$ cat src/rtl/pipe_stage_reg_pkg.sv
// pipe_stage_reg_pkg
//   Shared definitions for the handshaked pipeline stage register:
//   occupancy bus type, reset polarity, and the field constants that make up
//   a per-stage NOP payload (NOP aluop, NOP result select, no write-back).
package pipe_stage_reg_pkg;

    // Reset polarity shared with the rest of the CPU.
    localparam logic RstEnable = 1'b1;

    // NOP payload field constants.
    localparam logic [7:0]  EXE_NOP_OP   = 8'b0000_0000;
    localparam logic [2:0]  EXE_RES_NOP  = 3'b000;
    localparam logic [4:0]  NOPRegAddr   = 5'b00000;
    localparam logic        WriteDisable = 1'b0;
    localparam logic [31:0] ZeroWord     = 32'h0000_0000;

    // Canonical stage NOP: aluop, alusel, reg1, reg2, wd, wreg.
    localparam int STAGE_NOP_W = 8 + 3 + 32 + 32 + 5 + 1;
    localparam logic [STAGE_NOP_W-1:0] STAGE_NOP =
        {EXE_NOP_OP, EXE_RES_NOP, ZeroWord, ZeroWord, NOPRegAddr, WriteDisable};

    // Number of held entries.
    typedef logic [1:0] PipeOccBus;

    // Stage state; the encoding equals the occupancy count.
    typedef enum logic [1:0] {
        OCC_EMPTY = 2'd0,
        OCC_ONE   = 2'd1,
        OCC_TWO   = 2'd2
    } occ_e;

endpackage

$ cat src/rtl/pipe_stage_reg.sv
// pipe_stage_reg
//   Handshaked pipeline stage register with an opaque payload, flush, and an
//   optional second (skid) entry that makes in_ready a pure function of
//   registered state.
//
// Ports
//   clk        rising-edge clock
//   rst        synchronous reset, active high
//   flush      synchronous kill of every held entry (drops same-cycle input)
//   in_valid   upstream offers in_data
//   in_ready   stage accepts this cycle
//   in_data    upstream payload
//   out_valid  out_data holds a live instruction
//   out_ready  downstream accepts out_data this cycle
//   out_data   payload to downstream, NOP_VALUE while out_valid=0
//   occupancy  number of held entries (0..2, max 1 when SKID=0)
module pipe_stage_reg
    import pipe_stage_reg_pkg::*;
#(
    parameter int                DATA_W    = 128,
    parameter bit                SKID      = 1'b1,
    parameter logic [DATA_W-1:0] NOP_VALUE = DATA_W'(STAGE_NOP)
) (
    input  logic              clk,
    input  logic              rst,
    input  logic              flush,
    input  logic              in_valid,
    output logic              in_ready,
    input  logic [DATA_W-1:0] in_data,
    output logic              out_valid,
    input  logic              out_ready,
    output logic [DATA_W-1:0] out_data,
    output PipeOccBus         occupancy
);

    occ_e              state;
    logic [DATA_W-1:0] main_q;
    logic [DATA_W-1:0] skid_q;
    logic              in_fire;
    logic              out_fire;
    logic              kill;

    assign kill      = (rst == RstEnable) || flush;
    assign in_fire   = in_valid & in_ready;
    assign out_fire  = out_valid & out_ready;
    assign out_valid = (state != OCC_EMPTY);
    assign occupancy = PipeOccBus'(state);

    // main_q is reloaded with NOP_VALUE whenever it empties, so it can drive
    // the output directly without a valid mux.
    assign out_data = main_q;

    generate
        if (SKID) begin : g_skid
            // Registered-only ready: no combinational path from out_ready.
            assign in_ready = (state != OCC_TWO);

            always_ff @(posedge clk) begin
                if (kill) begin
                    skid_q <= NOP_VALUE;
                end else if (state == OCC_ONE && in_fire && !out_fire) begin
                    skid_q <= in_data;
                end else if (state == OCC_TWO && out_fire) begin
                    skid_q <= NOP_VALUE;
                end
            end
        end else begin : g_noskid
            // Single entry: accept when empty or when the held beat leaves now.
            assign in_ready = ~out_valid | out_ready;
            assign skid_q   = NOP_VALUE;
        end
    endgenerate

    always_ff @(posedge clk) begin
        if (kill) begin
            state  <= OCC_EMPTY;
            main_q <= NOP_VALUE;
        end else begin
            case (state)
                OCC_EMPTY: begin
                    if (in_fire) begin
                        main_q <= in_data;
                        state  <= OCC_ONE;
                    end
                end
                OCC_ONE: begin
                    if (in_fire && out_fire) begin
                        main_q <= in_data;
                    end else if (in_fire && SKID) begin
                        // New beat parks in the skid entry (written above).
                        state <= OCC_TWO;
                    end else if (out_fire) begin
                        main_q <= NOP_VALUE;
                        state  <= OCC_EMPTY;
                    end
                end
                OCC_TWO: begin
                    // in_ready is low here, so only a drain can happen.
                    if (out_fire) begin
                        main_q <= skid_q;
                        state  <= OCC_ONE;
                    end
                end
                default: begin
                    main_q <= NOP_VALUE;
                    state  <= OCC_EMPTY;
                end
            endcase
        end
    end

endmodule

$ cat config.mk
export PLATFORM = sky130hd
export DESIGN_NAME = pipe_stage_reg
export DESIGN_NICKNAME = d
export VERILOG_FILES = /design/src/rtl/pipe_stage_reg_pkg.sv /design/src/rtl/pipe_stage_reg.sv
export SDC_FILE = /design/constraint.sdc
export NUM_CORES = 1
export LEC_CHECK = 0
export BUFFER_PORTS_ARGS = -buffer_cell sky130_fd_sc_hd__buf_2
export CORE_MARGIN = 4
export CORE_UTILIZATION = 51
export DETAILED_ROUTE_END_ITERATION = 7
export PLACE_DENSITY = 0.9
export REMOVE_ABC_BUFFERS = 1
export SLEW_MARGIN = 20
export SYNTH_ARGS = -nofsm -noshare
export SYNTH_HDL_FRONTEND = slang
export SYNTH_SLANG_ARGS = --single-unit
$ cat constraint.sdc
create_clock -name clk -period 1.7 [get_ports clk]
set_input_delay 0 -clock clk [delete_from_list [all_inputs] [get_ports clk]]
set_output_delay 0 -clock clk [all_outputs]
set_load 0.01 [all_outputs]
==> key figures, run 1 <==
Timing
  • Final hold violation count: 0
  • Slew margin rel.: 76.1%
  • Slew Limit Fails: 0
  • Post-Route Skew: 0.00908 ns
  • Max Freq: 0.605 GHz
  • Worst-margin pin slew: 0.358 ns
  • Crit share post-route: 97.3%
  • Post-route minimum period: 1.65 ns
  • RSZ-0062 raised after global routing: true
  • Setup violations, final: 0

Cells and area
  • Post-Layout Cell Count: 1375
  • Share of layout cells above drive strength 1: 31.2%
  • Register area: 0.00517 mm^2
  • Area grow syn2layout: 41.4%
  • Final net count: 1263
  • Multi-input logic area: 0.00343 mm^2
  • Final Util: 74.5%
  • Filler cell count: 1019

Worst setup path
  • Most used cell, CP: buf_12
  • Worst Setup SP: occupancy[0]
  • Worst setup EP type: flip-flop
  • Reg-to-reg critical path endpoint: out_data[122]
  • Worst R2R Setup Slack: 0.05 ns
  • Critical R2R Launch: occupancy[0]
  • CP Max Fanout: 20
  • CP peak stage delay: 0.37 ns
  • Cells along the critical path: mux2_4, o32ai_4, buf_12, buf_12, buf_12, a221o_1
  • Critical path class: reg2reg
  • Worst Setup EP: out_data[122]
  • Startpoint Class: flip-flop
  • Reg2Reg Depth: 6
  • Slowest cell on the critical path: dfxtp_4
  • Arrival @ worst endpoint: 2.09 ns
  • WP data required: 2.14 ns

CTS
  • CTS tree: done
  • Max Buffers Root-to-Sink: 3
  • Total CTS buffers: 25
  • Worst skew pair latency: 0.51 ns
  • Clock transition at the registers of the reported paths: 0.06 ns
  • H-tree depth: 1
  • Root buffer cell: clkbuf_16
  • CTS Sinks: 258

Drt
  • Average wire per standard cell: 22.4 um
  • DR iter-0 viols: 583
  • Routed wire length: 30.7 mm
  • Detailed Routing Iterations Pass 1: 5
  • Via count: 8483
  • Via/cell ratio: 6.17
  • Post-route ant nets: 0
  • DRC violations left: 0

Floorplanning
  • Chip height: 142 um
  • Die Width: 142 um
  • Die area: 0.0203 mm^2
  • Core footprint: 0.0175 mm^2
  • Initial Util: 52.7%
  • Floorplan row count: 48
  • Boundary Pins: 265

Logic synthesis
  • Sequential-to-total area share from yosys stat: 56.1%
  • Synthesis Warnings: 0
  • Synth top area share: 56.1%
  • Post-Syn Instances: 749
  • EDFF count, synth: 0
  • Distinct cells, synth: 26
  • Cell Area, Synth: 0.00921 mm^2
  • Syn Area/Cell: 12.3 um^2
  • Register bit total from synthesis: 258
  • Dominant synthesized flop cell: dfxtp_1
  • FFs w/ async S/R, synth: 0%
  • Top post-synthesis cells by area: dfxtp_1, a221o_1, a22o_1
  • Top cell type by total area after synthesis: dfxtp_1

Global routing
  • Number of global-route vias before repair: 8618
  • First-pass GRT wire length: 46.6 mm
  • Largest net degree at the start of global routing: 73
  • Grt total ovfl: 0
  • All-layer global routing usage: 28.0%
  • Initial antenna violation count: 3

Hold path
  • Hold crit path type: in2reg

Power and ir drop
  • Power Dens Cells: 1000 mW/mm^2
  • Max VDD drop: 0.000826 V
  • Total power: 0.0130 W
  • Leak pwr: 6.26 nW

Placed design
  • Cells after DPL: 1192
  • IO Port Bufs: 264
  • HPWL Detailed: 16.4 mm
  • Gpl congestion: 0.849

Run status
  • Status: complete, no violations

Run
  • Max Cap Viol: 0
==> Yosys cell counts (all sizes together), types with 2 or more instances <==
cell / count
and3: 128
or2: 2
a221o: 128
mux2: 2
inv: 2
nand2b: 2
clkbuf: 30
nor4b: 2
a22o: 128
buf: 56
dfxtp: 258
nor2b: 2
==> logic make-up after synthesis <==
family,share of synthesized area [%]
AOI/OAI and AO/OA,26.6
buffers and inverters,7.31
DFF,56.1
muxes,0.245
and+or+nand+nor,9.75
==> through the flow <==
stage	hold WS [ns]	setup WS (ns)	TNS [ns]	area [um^2]
after floorplan	0.126	-6.99	-1702.53	8540
after global placement	0.218	0.0461	0	10700
after detailed placement	0.225	0.00634	0	10700
after CTS	0.0211	0.0492	0	12900
after global routing	0.113	-0.0182	-0.0456	13000
final	0.0974	0.0459	0	13000
==> cell usage in the layout, fill, tap and decap left out <==
cell type        n
buf_4           21
a311oi_4         1
a22o_1         128
and3_1         128
nand2b_4         1
clkbuf_8         6
dfxtp_1        256
a21oi_1          1
diode_2          4
buf_6            1
nor4b_4          1
dfxtp_4          2
nor3_4           1
bufinv_16        3
a221oi_1         1
and4bb_1         1
mux2_4           1
mux2_2           1
inv_1            2
dlygate4sd3_1  131
clkbuf_1         6
buf_12          19
nand2b_2         1
nor4b_1          1
o32ai_4          1
or3_1            1
or2_1            1
clkinv_2         3
a221o_1        128
buf_2          264
clkbuf_16       29
nor2b_4          1
or2_2            1
nor2_1           1
nor2b_1          1
nand3b_1         1
==> worst min path at each step <==
stage / startpoint / endpoint / slack, ns / cells after the start
finish: flush / occupancy[0] / 0.1 / 3
global route: flush / occupancy[0] / 0.11 / 3
CTS: rst / occupancy[0] / 0.02 / 3
detailed placement: in_data[118] / skid_q[118] / 0.23 / 2
global placement: in_data[117] / skid_q[117] / 0.22 / 2
floorplan: in_data[0] / skid_q[0] / 0.13 / 1
==> where the power goes <==
group	switching, W	leakage (nW)	internal, W
clock	0.00223	0.412	0.00341
sequential	0.0000783	2.09	0.00617
combinational	0.000537	3.76	0.000623
total	0.00285	6.26	0.0102
==> critical path, delay by kind of cell, from the launching register on <==
kind,cells,cell delay [ns]
buffers and inverters,3,0.47
DFF,1,0.37
muxes,1,0.32
AOI/OAI and AO/OA,2,0.41
==> repair_timing <==
action                                  CTS  global route
buffers inserted                          0             1
cloned                                    0             4
endpoints found under the setup margin   17            50
hold buffers                            131             0
gates resized for setup                   2             6
pin swaps                                 0             2
hold endpoints to repair                258             0
==> state kept, by name, summed over array words and instances (netlist names) <==
| signal | cells |
|---|---|
| out_data | 128 |
| occupancy | 2 |
| skid_q | 128 |
==> layout make-up <==
| type | count | area share (%) |
|---|---|---|
| sequential | 258 | 39.7 |
| multi-input combinational | 403 | 26.4 |
| timing repair buffer | 440 | 25.2 |
| clock buffer | 37 | 5.61 |
| tap | 225 | 2.16 |
| clock inverter | 6 | 0.807 |
| antenna | 4 | 0.0769 |
| inverter | 2 | 0.0577 |
==> routing by layer <==
layer / global-route usage, % / vias up / wire, um / share of wire, %
li1: - / 3751 / - / -
met1: 33.5 / 4038 / 11500 / 37
met2: 47.8 / 565 / 14600 / 48
met3: 6.25 / 129 / 2890 / 9.4
met4: 13.3 / 0 / 1690 / 5.5
met5: 0 / - / 0 / 0
Note: power is estimated with default switching activity, not from simulation.
==> run 2, diff against run 1 <==
Settings changed: BUFFER_PORTS_ARGS -buffer_cell sky130_fd_sc_hd__buf_2 to -buffer_cell sky130_fd_sc_hd__clkbuf_2.
==> run 2 against run 1 <==
Against the previous run: final cell count increased by 0.29%; total power up 1.7%; sequential power hardly changed; critical path depth is 1 lower; hold slack worse by 0.021 ns; via count up 1.1%; critical endpoint is now out_data[8]; largest power group unchanged.
==> key figures, run 2 (synthesis gave the netlist of run 1 again) <==
Drt
  • Via count: 8575
  • DR iter-0 viols: 573
  • Average wire per standard cell: 22.1 um
  • Detailed Routing Iterations Pass 1: 5
  • Post-route ant nets: 0
  • DRC violations left: 0
  • Routed wire length: 30.5 mm
  • Via/cell ratio: 6.22

Placed design
  • Cells after DPL: 1198
  • Post-Place Worst Slack: 0.00550 ns
  • Gpl congestion: 0.833
  • IO Port Bufs: 264
  • Placed Area: 0.0108 mm^2
  • HPWL Detailed: 16.6 mm

Global routing
  • All-layer global routing usage: 28.6%
  • Grt total ovfl: 0
  • Largest net degree at the start of global routing: 67
  • Number of global-route vias before repair: 8753
  • First-pass GRT wire length: 47.6 mm
  • Initial antenna violation count: 1

Cells and area
  • Final Util: 74.6%
  • Final net count: 1267
  • Post-Layout Cell Count: 1379
  • Filler cell count: 1043
  • Area grow syn2layout: 41.7%
  • Commonest non-fill, non-tap cell in the layout: clkbuf_2
  • Most frequent cells in the layout: clkbuf_2, dfxtp_1, dlygate4sd3_1
  • Final design area excluding fillers: 0.0130 mm^2
  • Share of layout cells above drive strength 1: 32.2%

CTS
  • Worst skew pair latency: 0.51 ns
  • H-tree depth: 1
  • Clock transition at the registers of the reported paths: 0.07 ns
  • CTS Sinks: 258
  • Max Buffers Root-to-Sink: 3
  • Total CTS buffers: 25
  • Root buffer cell: clkbuf_16
  • CTS tree: done

Floorplanning
  • Die area: 0.0203 mm^2
  • Floorplan row count: 48
  • Die Width: 142 um
  • Boundary Pins: 265
  • Chip height: 142 um
  • Core footprint: 0.0175 mm^2
  • Initial Util: 52.7%

Power and ir drop
  • Leak pwr: 6.21 nW
  • Power Dens Cells: 1020 mW/mm^2
  • Max VDD drop: 0.000829 V

Timing
  • Slew margin rel.: 77.4%
  • Post-route minimum period: 1.66 ns
  • WHS: 0.0761 ns
  • Crit share post-route: 97.7%
  • Final worst slack: 0.0394 ns
  • Max Freq: 0.602 GHz
  • Slew Limit Fails: 0
  • Post-Route Skew: 0.0102 ns
  • Setup violations, final: 0
  • Worst-margin pin slew: 0.338 ns
  • Final hold violation count: 0

Worst setup path
  • CP peak stage delay: 0.38 ns
  • Critical R2R Launch: occupancy[0]
  • Critical path class: reg2reg
  • Startpoint Class: flip-flop
  • Arrival @ worst endpoint: 2.11 ns
  • WP data required: 2.15 ns
  • Most used cell, CP: buf_12
  • CP Max Fanout: 23
  • Worst Setup SP: occupancy[0]
  • Cells along the critical path: mux2_2, o32ai_4, buf_12, buf_12, a221o_1
  • Reg2Reg Depth: 5
  • Reg-to-reg critical path endpoint: out_data[8]
  • Worst R2R Setup Slack: 0.04 ns
  • Worst setup EP type: flip-flop
  • Buf+Inv Stages, Crit Path: 2
  • Worst path top cell family by delay: compound AO/OA/AOI/OAI gates
  • Slowest cell on the critical path: dfxtp_2

Run status
  • Status: complete, no violations

Hold path
  • Hold crit path type: in2reg
  • HP Start: rst
  • Worst Hold Path EP: occupancy[0]
  • Worst hold stages: 3

Run
  • Max Cap Viol: 0
-- run 2: how the worst max path moves through the flow --
stage / to / slack, ns / cells after the start
detailed placement: skid_q[98] / 0.006 / 5
global placement: out_data[70] / 0.05 / 5
floorplan: skid_q[0] / -6.99 / 3
global route: skid_q[84] / -0.009 / 5
CTS: out_data[20] / 0.01 / 5
finish: out_data[8] / 0.04 / 5
-- run 2: per-layer routing --
layer  vias to the layer above  track usage, %  part of all wire, %
li1                       3777               -                    -
met1                      4169            34.7                   38
met2                       531            49.9                   49
met3                        98            5.68                  8.4
met4                         0            11.8                  3.8
met5                         -               0                    0
-- run 2: area by class of cell --
cell class | count | area, um^2 | area share (%)
sequential | 258 | 5170 | 39.6
multi-input combinational | 403 | 3430 | 26.3
tap | 225 | 282 | 2.16
clock buffer | 29 | 681 | 5.22
clock inverter | 17 | 203 | 1.55
inverter | 2 | 7.51 | 0.0575
antenna | 1 | 2.50 | 0.0192
timing repair buffer | 444 | 3280 | 25.1
-- run 2: report_power, final --
group          switching [W]  internal, W  total [W]
sequential         0.0000822      0.00617    0.00625
combinational       0.000543     0.000610    0.00115
clock                0.00236      0.00349    0.00586
-- run 2: repair_timing --
action	4_1_cts	5_1_grt
gates cloned	0	1
setup buffers	0	2
hold buffers	131	0
gates resized for setup	3	3
hold endpoints to repair	258	0
pin swaps	0	0
endpoints found under the setup margin	18	110
-- run 2: tightest hold or removal path: stages --
cell      delay (ns)
clkbuf_2        0.14
or2_1           0.32
nor2_1          0.09
-- run 2: stage by stage --
stage	total power, W	TNS (ns)
6_report	0.0133	0
5_1_grt	0.0136	-0.0126
4_1_cts	0.0132	0
3_5_place_dp	0.00721	0
3_3_place_gp	0.00719	0
2_1_floorplan	0.00668	-1702.53
==> run 3, diff against run 2 <==
Settings changed: PLACE_DENSITY 0.9 to 0.79, SLEW_MARGIN 20 to unset.
==> run 3 against run 2 <==
Against the previous run: utilization rose by 0.64 points; critical path depth is the same; design area up 0.85%; global-route usage fell by 1.0 points; register-to-register slack better by 0.02 ns; clock power fell by 3.6%; hold slack worse by 0.063 ns; combinational power hardly changed; first-iteration DRC count increased by 12%; setup slack better by 0.016 ns; count of clock-buffer cells in the layout rose by 11; via count decreased by 1.2%.
==> key figures, run 3 (synthesis gave the netlist of run 1 again) <==
Global routing
  • All-layer global routing usage: 27.6%
  • Grt total ovfl: 0
  • Number of global-route vias before repair: 8742
  • Initial antenna violation count: 0
  • Largest net degree at the start of global routing: 61
  • First-pass GRT wire length: 46.0 mm

Floorplanning
  • Initial Util: 52.7%
  • Die area: 0.0203 mm^2
  • Die Width: 142 um
  • Boundary Pins: 265
  • Core footprint: 0.0175 mm^2
  • Floorplan row count: 48
  • Chip height: 142 um

Hold path
  • Hold crit path type: in2reg
  • HP Start: flush
  • Worst hold stages: 3
  • Worst Hold Path EP: occupancy[0]

Power and ir drop
  • Comb power frac: 8.8%
  • Cell internal pwr: 0.0101 W
  • P_sw: 0.00290 W
  • Total power: 0.0130 W
  • Switching share of power: 22.2%
  • Clock power share: 43.3%
  • Leak pwr: 6.23 nW
  • Max VDD drop: 0.000917 V
  • Seq pwr share: 47.9%
  • Power Dens Cells: 991 mW/mm^2

Cells and area
  • Most frequent cells in the layout: clkbuf_2, dfxtp_1, dlygate4sd3_1
  • Share of layout cells above drive strength 1: 31.7%
  • Area grow syn2layout: 42.9%
  • Commonest non-fill, non-tap cell in the layout: clkbuf_2
  • Final Util: 75.3%
  • Final net count: 1267
  • Final design area excluding fillers: 0.0132 mm^2
  • Post-Layout Cell Count: 1381

CTS
  • Worst skew pair latency: 0.52 ns
  • Clock transition at the registers of the reported paths: 0.06 ns
  • Root buffer cell: clkbuf_16
  • H-tree depth: 1
  • Total CTS buffers: 26
  • CTS Sinks: 258
  • Max Buffers Root-to-Sink: 3
  • CTS tree: done

Placed design
  • HPWL Detailed: 16.0 mm
  • Gpl congestion: 0.810
  • IO Port Bufs: 264
  • Cells after DPL: 1197
  • Placed Area: 0.0109 mm^2

Timing
  • Final hold violation count: 0
  • Slew Limit Fails: 0
  • Worst-margin pin slew: 0.292 ns
  • RSZ-0062 raised after global routing: true
  • Post-route minimum period: 1.64 ns
  • WHS: 0.0133 ns
  • Setup violations, final: 0
  • Slew margin rel.: 80.4%
  • Post-Route Skew: 0.0130 ns
  • Crit share post-route: 96.7%
  • Max Freq: 0.608 GHz

Drt
  • Routed wire length: 29.1 mm
  • Post-route ant nets: 0
  • DRC violations left: 0
  • Detailed Routing Iterations Pass 1: 5
  • Via/cell ratio: 6.13
  • Via count: 8469
  • Average wire per standard cell: 21.0 um
  • DR iter-0 viols: 643

Worst setup path
  • Reg2Reg Depth: 5
  • Startpoint Class: flip-flop
  • Worst setup EP type: flip-flop
  • Critical R2R Launch: occupancy[0]
  • Reg-to-reg critical path endpoint: out_data[18]
  • Arrival @ worst endpoint: 2.09 ns
  • Worst R2R Setup Slack: 0.06 ns
  • CP Max Fanout: 46
  • Critical path class: reg2reg
  • WP data required: 2.15 ns

Run
  • Max Cap Viol: 0

Run status
  • Status: complete, no violations
-- run 3: cell types whose count changed in the layout (fill, tap and decap cells not counted), sizes merged --
cell / before / now
bufinv: 4 / 1
buf: 48 / 47
clkbuf: 294 / 305
clkinvlp: 4 / 1
inv: 4 / 2
diode: 1 / 4
clkinv: 7 / 4
-- run 3: worst max-delay path by stage --
stage | cells past startpoint | end | from | slack [ns]
after floorplan | 3 | skid_q[0] | occupancy[1] | -6.99
after global placement | 5 | out_data[70] | occupancy[0] | 0.06
after detailed placement | 5 | skid_q[68] | occupancy[1] | -0.009
after CTS | 5 | out_data[46] | occupancy[0] | 0.05
after global routing | 5 | out_data[118] | occupancy[1] | -0.01
final | 5 | out_data[18] | occupancy[0] | 0.06
-- run 3: stage by stage --
stage	setup TNS (ns)	setup WS (ns)
6_report	0	0.0554
5_1_grt	-0.0156	-0.0137
4_1_cts	0	0.0538
3_5_place_dp	-0.0111	-0.00931
3_3_place_gp	0	0.0565
2_1_floorplan	-1702.53	-6.99
-- run 3: final cells by class --
type,instances,area (um^2)
timing repair buffer,443,3400
multi-input combinational,403,3420
inverter,2,7.51
tap,225,282
clock buffer,40,793
sequential,258,5170
fill,1041,4320
clock inverter,6,68.8
antenna,4,10.0
-- run 3: what timing repair did --
item | CTS | global route
resized for setup | 2 | 4
endpoints found under the setup margin | 29 | 23
endpoints found under the hold margin | 258 | 0
setup buffers | 0 | 2
cloned | 0 | 1
pin swaps | 0 | 1
hold buffers | 131 | 0
-- run 3: critical path, stage by stage, from the launching register on --
cell,delay [ns]
dfxtp_4,0.37
mux2_4,0.31
o32ai_4,0.25
buf_12,0.17
buf_12,0.22
a221o_1,0.21
-- run 3: routing by layer --
layer  wire length, um  vias to the layer above  share of wire (%)  track usage, %
li1                  -                     3782                  -               -
met1             11200                     4158                 39            33.2
met2             14600                      429                 50            47.9
met3              2010                      100                6.9            5.04
met4              1220                        0                4.2            13.3
met5                 0                        -                  0               0
-- run 3: power by group through the flow --
| stage | Combinational, W | Clock [W] | Sequential [W] |
|---|---|---|---|
| 2_1_floorplan | 0.000273 | 0 | 0.00641 |
| 3_3_place_gp | 0.000834 | 0 | 0.00637 |
| 3_5_place_dp | 0.000850 | 0 | 0.00637 |
| 4_1_cts | 0.00110 | 0.00572 | 0.00624 |
| 5_1_grt | 0.00122 | 0.00598 | 0.00626 |
| 6_report | 0.00115 | 0.00565 | 0.00625 |
